==> src/rtl/uart_echo_tester.sv <==
// Host-side self-test for the UART echo path: pushes a counting byte sequence
// through the TX FIFO one byte at a time and checks each echo from the RX FIFO.
module uart_echo_tester #(
    parameter int         NUM_BYTES      = 256,
    parameter logic [7:0] START_VALUE    = 8'h00,
    parameter int         TIMEOUT_CYCLES = 1200000
) (
    input  logic        CLK,
    input  logic        RESET,
    input  logic        START,
    output logic [7:0]  tx_byte,
    output logic        transmit,
    input  logic        tx_fifo_full,
    input  logic [7:0]  rx_byte,
    input  logic        rx_fifo_empty,
    output logic        rx_fifo_pop,
    output logic        busy,
    output logic        done,
    output logic        pass,
    output logic        timeout,
    output logic [15:0] err_count
);

    localparam int IDX_W = (NUM_BYTES > 1) ? $clog2(NUM_BYTES) : 1;
    localparam int TMR_W = $clog2(TIMEOUT_CYCLES + 1);

    localparam logic [IDX_W-1:0] LAST_IDX  = IDX_W'(NUM_BYTES - 1);
    localparam logic [TMR_W-1:0] TMR_LIMIT = TMR_W'(TIMEOUT_CYCLES);

    typedef enum logic [2:0] {
        S_IDLE,
        S_SEND,
        S_WAIT,
        S_GAP,
        S_DONE
    } state_t;

    state_t           r_state;
    logic [7:0]       r_seq;
    logic [IDX_W-1:0] r_index;
    logic [TMR_W-1:0] r_timer;
    logic [7:0]       r_tx_byte;
    logic             r_transmit;
    logic             r_pop;
    logic             r_busy;
    logic             r_done;
    logic             r_pass;
    logic             r_timeout;
    logic [15:0]      r_err_count;

    // NOTE: every output comes straight from a flop so the FIFO strobes are glitch-free.
    always_ff @(posedge CLK) begin
        if (!RESET) begin
            r_state     <= S_IDLE;
            r_seq       <= '0;
            r_index     <= '0;
            r_timer     <= '0;
            r_tx_byte   <= '0;
            r_transmit  <= 1'b0;
            r_pop       <= 1'b0;
            r_busy      <= 1'b0;
            r_done      <= 1'b0;
            r_pass      <= 1'b0;
            r_timeout   <= 1'b0;
            r_err_count <= '0;
        end else begin
            case (r_state)
                S_IDLE, S_DONE: begin
                    if (START) begin
                        r_state     <= S_SEND;
                        r_seq       <= START_VALUE;
                        r_index     <= '0;
                        r_err_count <= '0;
                        r_timeout   <= 1'b0;
                        r_done      <= 1'b0;
                        r_pass      <= 1'b0;
                        r_busy      <= 1'b1;
                    end
                end
                S_SEND: begin
                    if (!tx_fifo_full) begin
                        r_tx_byte  <= r_seq;
                        r_transmit <= 1'b1;
                        r_timer    <= '0;
                        r_state    <= S_WAIT;
                    end
                end
                S_WAIT: begin
                    // The strobe cycle counts as timer 0, so the abort lands
                    // TIMEOUT_CYCLES+1 cycles after the push.
                    r_transmit <= 1'b0;
                    r_tx_byte  <= '0;
                    r_timer    <= r_timer + TMR_W'(1);
                    if (!rx_fifo_empty) begin
                        if (rx_byte != r_seq && r_err_count != 16'hFFFF)
                            r_err_count <= r_err_count + 16'd1;
                        r_pop   <= 1'b1;
                        r_state <= S_GAP;
                    end else if (r_timer == TMR_LIMIT) begin
                        r_timeout <= 1'b1;
                        r_done    <= 1'b1;
                        r_pass    <= 1'b0;
                        r_busy    <= 1'b0;
                        r_state   <= S_DONE;
                    end
                end
                S_GAP: begin
                    r_pop <= 1'b0;
                    if (r_index == LAST_IDX) begin
                        r_done  <= 1'b1;
                        r_pass  <= (r_err_count == 16'd0) && !r_timeout;
                        r_busy  <= 1'b0;
                        r_state <= S_DONE;
                    end else begin
                        r_seq   <= r_seq + 8'd1;
                        r_index <= r_index + IDX_W'(1);
                        r_state <= S_SEND;
                    end
                end
                default: r_state <= S_IDLE;
            endcase
        end
    end

    assign tx_byte     = r_tx_byte;
    assign transmit    = r_transmit;
    assign rx_fifo_pop = r_pop;
    assign busy        = r_busy;
    assign done        = r_done;
    assign pass        = r_pass;
    assign timeout     = r_timeout;
    assign err_count   = r_err_count;

endmodule

==> config.mk <==
export PLATFORM = sky130hd
export DESIGN_NAME = uart_echo_tester
export DESIGN_NICKNAME = d
export VERILOG_FILES = /design/src/rtl/uart_echo_tester.sv
export SDC_FILE = /design/constraint.sdc
export NUM_CORES = 1
export LEC_CHECK = 0
export ABC_AREA = 1
export CAP_MARGIN = 20
export CORE_MARGIN = 2
export CORE_UTILIZATION = 28
export CTS_BUF_LIST = sky130_fd_sc_hd__clkbuf_2
export CTS_CLUSTER_DIAMETER = 150
export DETAILED_ROUTE_END_ITERATION = 6
export PLACE_DENSITY = 0.56
export SLEW_MARGIN = 15
export SYNTH_ARGS = -nofsm -noshare
export SYNTH_HDL_FRONTEND = slang
export SYNTH_SLANG_ARGS = --single-unit
export TNS_END_PERCENT = 30
==> constraint.sdc <==
create_clock -name CLK -period 3.3 [get_ports CLK]
set_input_delay 0.495 -clock CLK [delete_from_list [all_inputs] [get_ports CLK]]
set_output_delay 0.495 -clock CLK [all_outputs]
set_load 0.02 [all_outputs]
==> out/metrics.csv <==
stage,metric,value,unit
grt,grt_usage,13.6,%
critical_path,worstPathArrival,1750,ps
place,dp_cells,785,
critical_path,critPathTopFamily,buffers and inverters,
timing,layout_min_cycle_time,2240,ps
synth,netlist-cell-type-count,44,
clock_tree,cts.sink_count,70,
critical_path,timing.critical_path.depth,1,
critical_path,critical_path.endpoint_type,output port,
synth,netlist_area,4010,sq um
die,die_y,124,um
final_layout,nNetsFinal,635,
grt,grt_antenna_before_repair,1,
critical_path,cpPeakStageDelay,680,ps
routing,drcViolationCount,0,
place,io_buffers,42,
timing,worst_clock_skew,32.5,ps
grt,grt_pass1_wl,16300,um
run_status,result_of_the_run,"complete, no violations",
hold_path,hold_path.class,register to register,
critical_path,crit_buf_inv,1,
clock_tree,clock_pin_transition_on_the_worst_setup_and_hold_timing_paths,190,ps
clock_tree,clock-root-buffer,sky130_fd_sc_hd__clkbuf_2,
synth,yosys_warnings,0,
die,ioPinCount,43,
timing,hold_violations_final,0,
clock_tree,worstSkewPairLatency,540,ps
final_layout,post_route_cells_drive_above_1_share,9.84,%
final_layout,seq_cell_area,1400,sq um
final_layout,fillerInstances,1494,
timing,whs,478,ps
timing,setup-violations-final,0,
timing,slew-limit-headroom,56.8,%
die,floorplan.initialDensity,28.8,%
timing,achievable_clock_frequency,0.446,GHz
timing,setup-tns-final,0,ps
place,gpl.final_weighted_congestion,0.829,
die,core,13900,sq um
timing,tightest_slew,647,ps
final_layout,multi_input_comb_area,2190,sq um
timing,rsz0062_at_grt,false,
grt,pin_count_of_the_biggest_net_entering_global_routing,26,
routing,routed-via-count,3760,
die,core.rowCount,43,
clock_tree,ctsResizeCount,0,
final_layout,areaGrowthSynthToFinish,14.8,%
critical_path,worst_reg2reg_path_depth,9,
job,max_cap_viol_count,0,
timing,slew_viol_final,0,
synth,postSynthAreaPerCell,6.92,sq um
clock_tree,clock_tree_from_tritoncts,yes,
clock_tree,postCtsSetupRepairBufs,0,
clock_tree,hold_buffers,0,
critical_path,criticalPathCategory,register to output port,
pwr,peakVddDrop,0.000293,V
critical_path,critPathSlowestCell,sky130_fd_sc_hd__clkdlybuf4s50_1,
clock_tree,htreeDepth,3,
clock_tree,max-clock-path-buffers,2,
synth,synth.yosys.seq_area_share,34.9,%
place,dp_hpwl,7130,um
routing,drtIter0Drc,189,
grt,grt-ovfl-total,0,
routing,routed_via_density,4.69,
critical_path,worst-path-max-fanout,8,
routing,ant_nets,0,
die,die_w,124,um
synth,syn-num-nets,599,
synth,synthCells,580,
pwr,leakage,1.57,nW
synth,ys_seq_elements,70,
critical_path,timing.critical_path.from_type,register,
clock_tree,tritoncts_buffer_count,9,
routing,wl_per_cell,12.3,um
critical_path,worst_ep_required_time,2800,ps
hold_path,hold_depth,2,
final_layout,finish.cell_count_without_fillers,801,
final_layout,final_util,33.0,%
timing,final_min_period_over_clock_period,67.9,%
grt,number_of_global_route_vias_before_repair,3370,
critical_path,timing.critical_path.cells,clkdlybuf4s50_1,
die,design.die.area,15300,sq um
routing,wirelength,9840,um
routing,first_pass_iters,5,
pwr,power.density_cell_area,478,nW/um^2
Yosys cell counts (all sizes together):
cell,instances,share of area [%]
a211oi,5,1.1
a21oi,54,7.2
a221oi,3,0.66
a31oi,1,0.16
buf,16,3.8
clkbuf,5,0.47
clkinv,1,0.093
dfxtp,70,35
ha,6,1.9
inv,65,6.1
nand2,152,15
nand3,43,5.6
nand3b,5,1.6
nand4,11,1.7
nor2,77,8.8
nor3,18,3.2
nor3b,3,0.56
nor4,3,0.78
o211ai,2,0.37
o21a,1,0.19
o21ai,21,2.7
o21bai,2,0.37
o22ai,1,0.16
o31ai,1,0.19
or2,3,0.47
xnor2,5,1.1
xor2,6,1.3
stage by stage:
step,cell area [sq um],setup slack (ps),power [mW]
after floorplan,4010,1560,1.69
after global placement,4530,949,1.82
after detailed placement,4530,883,1.83
after CTS,4600,1010,2.24
after global routing,4600,843,2.37
final,4600,1060,2.20
area by class of cell:
cell class	instances	share of cell area (%)
Inverter	66	5.38
Tap cell	180	4.89
Clock buffer	9	0.978
Sequential cell	70	30.4
Multi-Input combinational cell	423	47.6
Timing Repair Buffer	46	10.1
Antenna cell	1	0.0543
Clock inverter	6	0.652
cells in the final DEF (no fill, tap or decap), drive strengths merged, types with 6 or more instances in the layout:
cell / instances
clkinv: 7
o21ai: 21
clkdlybuf4s50: 42
nand4: 11
dfxtp: 70
nor2: 77
nand3: 43
clkbuf: 9
xor2: 6
a21oi: 54
inv: 65
nand2: 152
nor3: 18
ha: 6
metal layers:
metal / vias to the layer above / routed length [um] / global-route usage [%]
li1: 1959 / - / -
met2: 68 / 4820 / 23.0
met5: - / 0 / 0
met4: 0 / 153 / 6.11
met3: 12 / 347 / 2.47
met1: 1721 / 4520 / 16.8
worst paths after layout:
check | startpoint | endpoint | slack [ps]
max | err_count[12] | err_count[12] | 1060
min | done | done | 480
max reg2reg | err_count[0] | err_count[9] | 1090
min reg2reg | done | done | 480
kinds of logic after synthesis:
family	Yosys count	synth area share (%)
DFF	70	34.9
xor gates and xnor gates	11	2.40
AOI/OAI and AO/OA	91	13.1
and+or+nand+nor	315	37.2
buffers and inverters	87	10.5
adders and majority gates	6	1.87
power by group:
part	total, mW	internal [mW]	switching [mW]
logic	0.813	0.268	0.545
registers	0.994	0.913	0.0812
clock network	0.394	0.0863	0.307
flip-flops by register name, summed over array words and instances, names as in the netlist:
name / cells
r_seq: 8
err_count: 16
busy: 1
r_timer: 21
pass: 1
r_state: 3
done: 1
transmit: 1
r_index: 8
tx_byte: 8
timeout: 1
rx_fifo_pop: 1
Power figures use the tool's default switching activity.
